$ cat src/rtl/branch_unit.sv
// Branch resolver: architectural condition-code register, condition evaluation,
// target adder and a two-state redirect/flush FSM feeding back to fetch.
module branch_unit #(
   parameter int WIDTH = 16
) (
   input  logic             clk,
   input  logic             rst_n,
   input  logic             cc_we,
   input  logic [3:0]       cc_in,
   input  logic             br_valid,
   output logic             br_ready,
   input  logic [3:0]       br_cond,
   input  logic [WIDTH-1:0] br_pc,
   input  logic [WIDTH-1:0] br_offset,
   output logic [3:0]       cc_q,
   output logic             redirect_valid,
   output logic [WIDTH-1:0] redirect_pc,
   output logic             flush,
   output logic             resolved_valid,
   output logic             resolved_taken
);

   typedef enum logic {
      IDLE,
      FLUSH
   } state_t;

   state_t           state_q, state_d;
   logic [3:0]       cc_d;
   logic             br_ready_q, br_ready_d;
   logic             redirect_valid_q, redirect_valid_d;
   logic [WIDTH-1:0] redirect_pc_q, redirect_pc_d;
   logic             flush_q, flush_d;
   logic             resolved_valid_q, resolved_valid_d;
   logic             resolved_taken_q, resolved_taken_d;

   logic             accept;
   logic             taken;
   logic [3:0]       cc_eff;
   logic             f_n, f_z, f_c, f_v;
   logic [WIDTH-1:0] target;

   // A same-cycle ALU write is older than the branch, so forward it.
   assign cc_eff = cc_we ? cc_in : cc_q;
   assign f_n    = cc_eff[3];
   assign f_z    = cc_eff[2];
   assign f_c    = cc_eff[1];
   assign f_v    = cc_eff[0];
   assign target = br_pc + br_offset;
   assign accept = br_valid && br_ready_q;

   always_comb begin
      taken = 1'b0;
      unique case (br_cond)
         4'd0:    taken = 1'b1;
         4'd1:    taken = f_z;
         4'd2:    taken = !f_z;
         4'd3:    taken = f_c;
         4'd4:    taken = !f_c;
         4'd5:    taken = f_n;
         4'd6:    taken = !f_n;
         4'd7:    taken = f_v;
         4'd8:    taken = !f_v;
         4'd9:    taken = f_c && !f_z;
         4'd10:   taken = !f_c || f_z;
         4'd11:   taken = (f_n == f_v);
         4'd12:   taken = (f_n != f_v);
         4'd13:   taken = !f_z && (f_n == f_v);
         4'd14:   taken = f_z || (f_n != f_v);
         default: taken = 1'b0;
      endcase
   end

   always_comb begin
      state_d          = state_q;
      redirect_valid_d = 1'b0;
      flush_d          = 1'b0;
      redirect_pc_d    = redirect_pc_q;
      resolved_valid_d = 1'b0;
      resolved_taken_d = resolved_taken_q;
      unique case (state_q)
         IDLE: begin
            if (accept) begin
               resolved_valid_d = 1'b1;
               resolved_taken_d = taken;
               if (taken) begin
                  state_d          = FLUSH;
                  redirect_valid_d = 1'b1;
                  flush_d          = 1'b1;
                  redirect_pc_d    = target;
               end
            end
         end
         FLUSH: state_d = IDLE;
         default: state_d = IDLE;
      endcase
      br_ready_d = (state_d == IDLE);
   end

   // cc_we during the flush cycle belongs to the squashed wrong-path op.
   always_comb begin
      cc_d = cc_q;
      if (cc_we && !flush_q) cc_d = cc_in;
   end

   always_ff @(posedge clk or negedge rst_n) begin
      if (!rst_n) begin
         state_q          <= IDLE;
         cc_q             <= 4'b0000;
         br_ready_q       <= 1'b0;
         redirect_valid_q <= 1'b0;
         redirect_pc_q    <= '0;
         flush_q          <= 1'b0;
         resolved_valid_q <= 1'b0;
         resolved_taken_q <= 1'b0;
      end else begin
         state_q          <= state_d;
         cc_q             <= cc_d;
         br_ready_q       <= br_ready_d;
         redirect_valid_q <= redirect_valid_d;
         redirect_pc_q    <= redirect_pc_d;
         flush_q          <= flush_d;
         resolved_valid_q <= resolved_valid_d;
         resolved_taken_q <= resolved_taken_d;
      end
   end

   assign br_ready       = br_ready_q;
   assign redirect_valid = redirect_valid_q;
   assign redirect_pc    = redirect_pc_q;
   assign flush          = flush_q;
   assign resolved_valid = resolved_valid_q;
   assign resolved_taken = resolved_taken_q;

endmodule

$ cat config.mk
export PLATFORM = sky130hd
export DESIGN_NAME = branch_unit
export DESIGN_NICKNAME = d
export VERILOG_FILES = /design/src/rtl/branch_unit.sv
export SDC_FILE = /design/constraint.sdc
export NUM_CORES = 1
export LEC_CHECK = 0
export CAP_MARGIN = 40
export CORE_AREA = 2 2 68 70
export CTS_CLUSTER_DIAMETER = 100
export DETAILED_ROUTE_END_ITERATION = 6
export DIE_AREA = 0 0 70 72
export PLACE_DENSITY = 0.78
export SLEW_MARGIN = 20
export SYNTH_ARGS = -nofsm -noshare
export SYNTH_HDL_FRONTEND = slang
export SYNTH_SLANG_ARGS = --single-unit
$ cat constraint.sdc
create_clock -name clk -period 3.2 [get_ports clk]
set_input_delay 0.64 -clock clk [delete_from_list [all_inputs] [get_ports clk]]
set_output_delay 0.64 -clock clk [all_outputs]
set_load 0.005 [all_outputs]
After elaboration in Yosys (flattened, before gate mapping):

Index checks and enable logic that the tools add are counted.

* register bits after elaboration: 25
* output and inout bits: 25

* $add $sub $neg: 1
* equality and inequality tests: 16
* muxes and demuxes: 8
* bitwise operators: 2
* reductions and logical operators: 14

Operators by type and width (number)
* equality test 4 bit, second input constant: 7
* adder 16 bit: 1
* equality test 4 x 3 -> 1 bit, second input constant: 4
* one-hot mux 1 bit (15 select lines): 1
* equality test 4 x 2 -> 1 bit, second input constant: 2
* zero test 1 bit: 5
* two-way mux 1 bit: 5
* equality test 4 x 1 -> 1 bit, second input constant: 1
* logical AND 1 bit: 4
* zero test 4 bit: 1
* two-way mux 4 bit: 1
* AND reduction 3 bit: 1
* logical OR 1 bit: 2
* inverter 1 bit: 2
* one-hot mux 1 bit (2 select lines): 1
* AND reduction 2 bit: 1
* equality test 1 bit: 1
* != test 1 bit: 1

Depth between registers and ports, before layout:

Gate-level depths: netlist of the first run.

* depth in word-level cells: 8
* gate-level depth with buffers: 8
* depth with buffers taken out: 8

Worst setup path before layout of the first run:

Ideal clock, no wire load.

* kind: input -> register
* from: in br_pc[0]
* to: reg redirect_pc_q[10], in the netlist redirect_pc[10]
* library setup time: 0.125 ns
* data arrival time: 2.675 ns
* data required time: 3.075 ns
* setup slack: 0.400 ns
* stages on the path: 8
* path buffers: 0
* cell sequence: ha_1 fa_1 a21o_1 a221o_1 a221o_1 a21o_1 xor2_1 mux2_2

* word-level cells in the longest chain between the ends: 1

RTL lines
* start, declared: line 13 `input logic [WIDTH-1:0] br_pc,`
* adder 16 bit: line 49 `assign target = br_pc + br_offset;`
* end signal, assigned: line 121 `redirect_pc_q <= redirect_pc_d;`
* end, declared: line 32 `logic [WIDTH-1:0] redirect_pc_q, redirect_pc_d;`

Every way passes these cells.
A chain may end at the register's enable or synchronous reset.

Worst setup path in the final report of the first run:

* from: in br_pc[0]
* to: reg redirect_pc_q[14], in the netlist redirect_pc[14]

The elaborated chain is that of the path after synthesis.

==> summary.md, run 1 <==
| Metric | Value |
|---|---|
| Status | finished, final reports clean |
| P_sw | slightly below 0.4 mW |
| Worst slew margin | between 60 and 70% |
| CTS buffer count | 3 |
| Maximum achievable frequency | around 330 MHz |
| Slew Viols, Final | 0 |
| Port bufs | 68 |
| Sw Ratio | 28.7% |
| Pin count of the biggest net entering global routing | 25 |
| Cts hold-fix bufs | 0 |
| Initial DRC Count | 61 |
| Top FF cell, synth | dfrtp_1 |
| Commonest non-fill, non-tap cell in the layout | clkdlybuf4s50_1 |
| Register area | 601 um^2 |
| Initial antenna violation count | 0 |
| Die Span Y | 72 um |
| Num rows | 24 |
| R2r endpoint | redirect_pc[14] |
| Seq pwr share | 35.9% |
| First-pass DRT Iterations | 4 |
| Worst Path Max Fanout | 4 |
| Avg Cell Area, Syn | ~10 um^2 |
| DRT Wirelength | 4040 um |
| WP data arrival | between 3000 and 4000 ps |
| Overall Power | 1.38 mW |
| Layout cells sized above 1 | 16.3% |
| Post-Synthesis Cells | about 180 |
| RePlAce Congestion | 0.908 |
| CP required | 3350 ps |
| RSZ-0062 raised after global routing | false |
| Cell area after layout | 2680 um^2 |
| Global route overflow | 0 |
| EDFF count, synth | 0 |
| Final TNS setup | 0 ps |
| Async SR Flop Fraction | 100% |
| Hold depth | 1 |
| Hold path endpoint | resolved_taken |
| Comb pwr share | 49.1% |
| CORE AREA | 4260 um^2 |
| P_leak | ~1.2 nW |
| # Post-CTS Setup Buffers | 0 |
| Vias/cell | 5.35 |
| Tcrit/Tclk final | between 90% and 100% |
| Via count | 1625 |
| Reg2reg start | cc_q[3] |
| Hold_sp | resolved_taken |
| MaxCap Viol Count | 0 |
| CTS tree | yes |
| Detailed placement HPWL | 3240 um |
| Synth-to-Final Area Change | 46.5% |
| Antenna viol nets, final | 0 |
| # DRC | 0 |
| Internal power | approximately 0.98 mW |
| Max VDD drop | 0.260 mV |
| Worst skew pair latency | 260 ps |
| Final min period | 3030 ps |
| Reg2Reg Depth | 7 |
| Leading cell types in the layout, fill and taps excluded | clkdlybuf4s50_1, dfrtp_1, mux2_2, ha_1, a21oi_1 |
| Worst setup SP type | input pin |
| Die width | approximately 70 um |
| Post-route insts no fill | 304 |
| Mapped cell area | 1830 um^2 |
| Area of the multi-input gates | around 1200 um^2 |
| Cell total after placement | 300 |
| P per Cell Area | 514 nW/um^2 |
| Kind of critical path | input pin to register |
| Post-CTS sizing | 0 |
| Final Skew | 0.792 ps |
| Reg2reg setup slack | 920 ps |
| Clk pwr share | between 10% and 20% |
| Clock Tree Buf Depth | 2 |
| Global-route usage over all layers | 16.3% |
| Final setup vio count | 0 |
| Top Ports | 69 |
| H-tree Lvls | 1 |
| Worst-margin pin slew | 560 ps |
| Clk slew on worst S/H paths | 90 ps |
| First-pass GRT wire length | between 6000 and 7000 um |
| Seq/Total Area, Yosys | 32.9% |
| Area after DPL | 2620 um^2 |
| Worst hold path class | register to register |
| Crit end category | register |
| WL/cell | approximately 13 um |
| Fillers | 356 |
| # nets final | roughly 310 |
| Initial core utilization | between 40% and 50% |
| Number of diodes | 0 |
| Flops & latches, synth | 24 |
| Final Hold Vio Count | 0 |
| Vias in the first global route | between 1500 and 2000 |
| Clock sinks | 24 |
| Die footprint | ~5000 um^2 |
| Syn_nets | 235 |
| Synth warn | 0 |
| CTS root buffer | clkbuf_8 |
| Synth cell types | 47 |
stage by stage:
stage | hold slack (ps) | worst slack (ps) | utilization [%]
final | 492 | 168 | 62.8
after global routing | 535 | 107 | 62.8
after CTS | 496 | 158 | 62.8
after detailed placement | 475 | -126 | 61.5
after global placement | 470 | -51.7 | 61.5
after floorplan | 344 | 400 | -
cell type report:
type / count / share of cell area (%)
Clock buffer: 4 / 2.06
Inverter: 7 / 0.982
Multi-Input combinational cell: 139 / 43.4
Sequential cell: 24 / 22.4
Tap cell: 52 / 2.43
Timing Repair Buffer: 78 / 28.7
cells by family after synthesis:
group | synth area share [%]
AO/OA/AOI/OAI | 19.5
AND/OR/NAND/NOR | 8.63
XOR/XNOR | 6.71
adder cells (fa/ha/maj) | 11.4
flip-flops | 32.9
multiplexers | 17.4
buffers and inverters | 3.56
power by group through the flow:
stage / sequential [mW] / combinational (mW) / clock [mW]
final: 0.495 / 0.676 / 0.205
after global routing: 0.513 / 0.733 / 0.224
after CTS: 0.498 / 0.685 / 0.215
after detailed placement: 0.503 / 0.682 / 0
after global placement: 0.498 / 0.672 / 0
after floorplan: 0.501 / 0.296 / 0
worst max-delay path by stage:
| stage | from | endpoint | slack [ps] | cells past startpoint |
|---|---|---|---|---|
| after global placement | br_pc[0] | redirect_pc[10] | -50 | 9 |
| after detailed placement | br_pc[0] | redirect_pc[14] | -130 | 9 |
| final | br_pc[0] | redirect_pc[14] | 170 | 9 |
| after floorplan | br_pc[0] | redirect_pc[10] | 400 | 8 |
| after global routing | br_pc[0] | redirect_pc[14] | 110 | 9 |
| after CTS | br_pc[0] | redirect_pc[14] | 160 | 9 |
layer usage:
layer,global-route usage [%],routed length (um),share of wire (%),up-vias
met5,0,0,0,-
met2,29.4,2010,50,64
met4,2.99,30,0.74,0
met1,21.4,1750,43,746
met3,2.08,250,6.2,4
li1,-,-,-,811
sequential cells by signal (all words and copies together) (netlist names):
| signal | count |
|---|---|
| flush | 1 |
| redirect_pc | 16 |
| resolved_taken | 1 |
| br_ready | 1 |
| resolved_valid | 1 |
| cc_q | 4 |
worst max-delay path: stages:
cell	delay, ps
clkdlybuf4s50_1	400
ha_1	220
fa_1	390
a21o_1	190
a221o_1	320
a221o_1	380
nor4_1	270
a311oi_1	80
mux2_2	290
synthesized netlist by cell type, drive strengths merged, types with 2 or more instances:
library cell	count	share of area, %
dfrtp	24	33
mux2	20	12
ha	15	10
a21oi	12	3.3
nand2	11	2.3
a21o	9	3.8
xnor2	9	4.3
inv	7	1.4
mux2i	7	3.8
nor2	6	1.2
o21ai	5	1.4
xor2	5	2.4
buf	4	1.9
a211oi	3	1.9
nand3	3	0.82
a221o	2	1.1
and2b	2	0.96
and3	2	0.68
nor2b	2	0.68
nor4	2	0.68
o21a	2	0.82
o311ai	2	0.96
Note: power is estimated with default switching activity, not from simulation.
==> run 2: changes to the inputs <==
CTS_BUF_LIST = sky130_fd_sc_hd__clkbuf_16   (was not set)
HOLD_SLACK_MARGIN = 0.02   (was not set)
==> summary.md, run 2 (synthesized netlist as in run 1, its figures left out) <==
| Metric | Value |
|---|---|
| P_leak | 1.18 nW (was 1.17 nW) |
| Initial core utilization | 42.8% (unchanged) |
| Detailed placement HPWL | 3240 um (unchanged) |
| Max FFs per register | 16 (unchanged) |
| Final min period | 3030 ps (about the same) |
| First-pass GRT wire length | 7010 um (was 6930 um) |
| Vias/cell | 5.34 (was 5.35) |
| # Post-CTS Setup Buffers | 0 (unchanged) |
| Clock Tree Buf Depth | 2 (unchanged) |
| WHS | 487 ps (was 492 ps) |
| Die width | 70 um (unchanged) |
| P per Cell Area | 536 nW/um^2 (was 514 nW/um^2) |
| Layout cells sized above 1 | 15.9% (was 16.3%) |
| Buf/Inv on CP | 1 (unchanged) |
| Critical Path Max Stage Delay | 400 ps (about the same) |
| Top sig layer | met4 (unchanged) |
| Fillers | 352 (was 356) |
| Post-route insts no fill | 304 (unchanged) |
| Clk slew on worst S/H paths | 60 ps (was 90 ps) |
| Comb pwr share | 46.7% (was 49.1%) |
| CORE AREA | 4260 um^2 (unchanged) |
| Via count | 1624 (was 1625) |
| WL/cell | 13.4 um (was 13.3 um) |
| Overall Power | 1.45 mW (was 1.38 mW) |
| Reg2reg start | cc_q[3] (unchanged) |
| Num rows | 24 (unchanged) |
| Reg2Reg Depth | 7 (unchanged) |
| Clk pwr share | 19.0% (was 14.9%) |
| Worst skew pair latency | 260 ps (about the same) |
| CTS buffer count | 3 (unchanged) |
| Critical path origin | br_pc[0] (unchanged) |
| Die Span Y | 72 um (unchanged) |
| Critical-path cell list | clkdlybuf4s50_1 -> ha_1 -> fa_1 -> a21o_1 -> a221o_1 -> a221o_1 -> a21o_1 -> xor2_1 -> mux2_2 (was clkdlybuf4s50_1 -> ha_1 -> fa_1 -> a21o_1 -> a221o_1 -> a221o_1 -> nor4_1 -> a311oi_1 -> mux2_2) |
| Register area | 601 um^2 (unchanged) |
| H-tree Lvls | 1 (unchanged) |
| Max VDD drop | 0.277 mV (was 0.260 mV) |
| Crit end category | register (unchanged) |
| Tcrit/Tclk final | 94.7% (about the same) |
| Reg2reg setup slack | 920 ps (about the same) |
| Vias in the first global route | 1618 (was 1607) |
| Antenna viol nets, final | 0 (unchanged) |
| Final Hold Vio Count | 0 (unchanged) |
| Leading cell types in the layout, fill and taps excluded | clkdlybuf4s50_1, dfrtp_1, mux2_2, ha_1, a21oi_1 (unchanged) |
| Pre-CTS WS | -126 ps (unchanged) |
| Hold depth | 1 (unchanged) |
| First-pass DRT Iterations | 4 (unchanged) |
| R2r endpoint | redirect_pc[15] (was redirect_pc[14]) |
| Clock sinks | 24 (unchanged) |
| Internal power | 1.04 mW (was 0.982 mW) |
| Global-route usage over all layers | 16.7% (was 16.3%) |
| Cts hold-fix bufs | 0 (unchanged) |
| CP required | 3340 ps (was 3350 ps) |
| Worst slew margin | 62.1% (was 62.3%) |
| Area of the multi-input gates | 1160 um^2 (unchanged) |
| Sw Ratio | 28.1% (was 28.7%) |
| Setup ws final | 170 ps (was 168 ps) |
| Slew Viols, Final | 0 (unchanged) |
| Final TNS setup | 0 ps (unchanged) |
| # nets final | 313 (unchanged) |
| Final setup vio count | 0 (unchanged) |
| Maximum achievable frequency | 330 MHz (about the same) |
| RePlAce Congestion | 0.908 (unchanged) |
| Status | finished, final reports clean (unchanged) |
| Pin count of the biggest net entering global routing | 25 (unchanged) |
| Initial DRC Count | 67 (was 61) |
| Critical path's slowest cell | clkdlybuf4s50_1 (unchanged) |
| CTS tree | yes (unchanged) |
| DRT met1 WL | 1800 um (was 1750 um) |
| Top Ports | 69 (unchanged) |
| RSZ-0062 raised after global routing | false (unchanged) |
| # DRC | 0 (unchanged) |
| Detail Route met3 WL | 208 um (was 250 um) |
| Cell total after placement | 300 (unchanged) |
| Worst setup SP type | input pin (unchanged) |
| Seq pwr share | 34.3% (was 35.9%) |
| Post-CTS sizing | 0 (unchanged) |
| Worst Path Max Fanout | 4 (unchanged) |
| CTS root buffer | clkbuf_16 (was clkbuf_8) |
| Hold_sp | resolved_taken (unchanged) |
| Kind of cell adding the most delay to the critical path | compound AO/OA/AOI/OAI gates (unchanged) |
| Worst-margin pin slew | 563 ps (was 560 ps) |
| P_sw | 0.406 mW (was 0.395 mW) |
| Synth-to-Final Area Change | 47.8% (was 46.5%) |
| Commonest non-fill, non-tap cell in the layout | clkdlybuf4s50_1 (unchanged) |
| Met2 WL post-DR | 2040 um (was 2010 um) |
| MaxCap Viol Count | 0 (unchanged) |
| Global route overflow | 0 (unchanged) |
| Worst hold path class | register to register (unchanged) |
| Die footprint | 5040 um^2 (unchanged) |
| Port bufs | 68 (unchanged) |
| DRT Wirelength | 4070 um (was 4040 um) |
| WP data arrival | 3170 ps (was 3180 ps) |
| Initial antenna violation count | 0 (unchanged) |
| Final Skew | 6.30 ps (was 0.792 ps) |
| Hold path endpoint | resolved_taken (unchanged) |
| Number of diodes | 0 (unchanged) |
| Kind of critical path | input pin to register (unchanged) |
run 2: changes by cell type in the layout (fill, tap and decap cells not counted):
| cell | before | now |
|---|---|---|
| clkbuf_16 | 0 | 3 |
| clkbuf_8 | 4 | 0 |
| clkinv_1 | 0 | 1 |
run 2: area by class of cell:
cell class	instances	share of cell area (%)
Clock buffer	3	2.78
Timing Repair Buffer	78	28.5
Sequential cell	24	22.2
Clock inverter	1	0.139
Multi-Input combinational cell	139	43.0
Inverter	7	0.973
Tap cell	52	2.41
run 2: per-stage QoR:
step | utilization (%) | cell area (um^2)
finish | 63.3 | 2700
global route | 63.3 | 2700
CTS | 63.3 | 2700
detailed placement | 61.5 | 2620
global placement | 61.5 | 2620
floorplan | - | 1830
run 2: routing by layer:
layer	vias up	track usage (%)
met5	-	0
met4	0	4.27
met3	4	3.06
met2	53	29.5
met1	752	21.4
li1	815	-
run 2: worst reg2reg max path: cells and delay by family, from the launching register on:
family	cells	cell delay [ps]
XOR/XNOR	1	160
buffers and inverters	1	190
AO/OA/AOI/OAI	3	560
flip-flops	1	420
multiplexers	2	830
run 2: worst max-delay path by stage:
stage               slack [ps]  depth (start not counted)               to
global route               100                          9  redirect_pc[14]
floorplan                  400                          8  redirect_pc[10]
detailed placement        -130                          9  redirect_pc[14]
CTS                        170                          9  redirect_pc[14]
global placement           -50                          9  redirect_pc[10]
finish                     170                          9  redirect_pc[10]
run 2: power groups by stage:
stage	sequential, mW	combinational [mW]	clock [mW]
3_3_place_gp	0.498	0.672	0
2_1_floorplan	0.501	0.296	0
4_1_cts	0.498	0.684	0.282
6_report	0.496	0.676	0.275
5_1_grt	0.514	0.733	0.295
3_5_place_dp	0.503	0.682	0
==> run 3: changes to the inputs <==
--- a/constraint.sdc
+++ b/constraint.sdc
@@ -3,2 +3,2 @@
 set_output_delay 0.64 -clock clk [all_outputs]
-set_load 0.005 [all_outputs]
+set_load 0.01 [all_outputs]
==> results of run 3 <==
The final DEF is identical to that of run 2. Status: finished, final reports clean.
Among the figures that moved: total power 1.45 mW -> 1.50 mW; worst IR drop on VDD 0.277 mV -> 0.290 mV
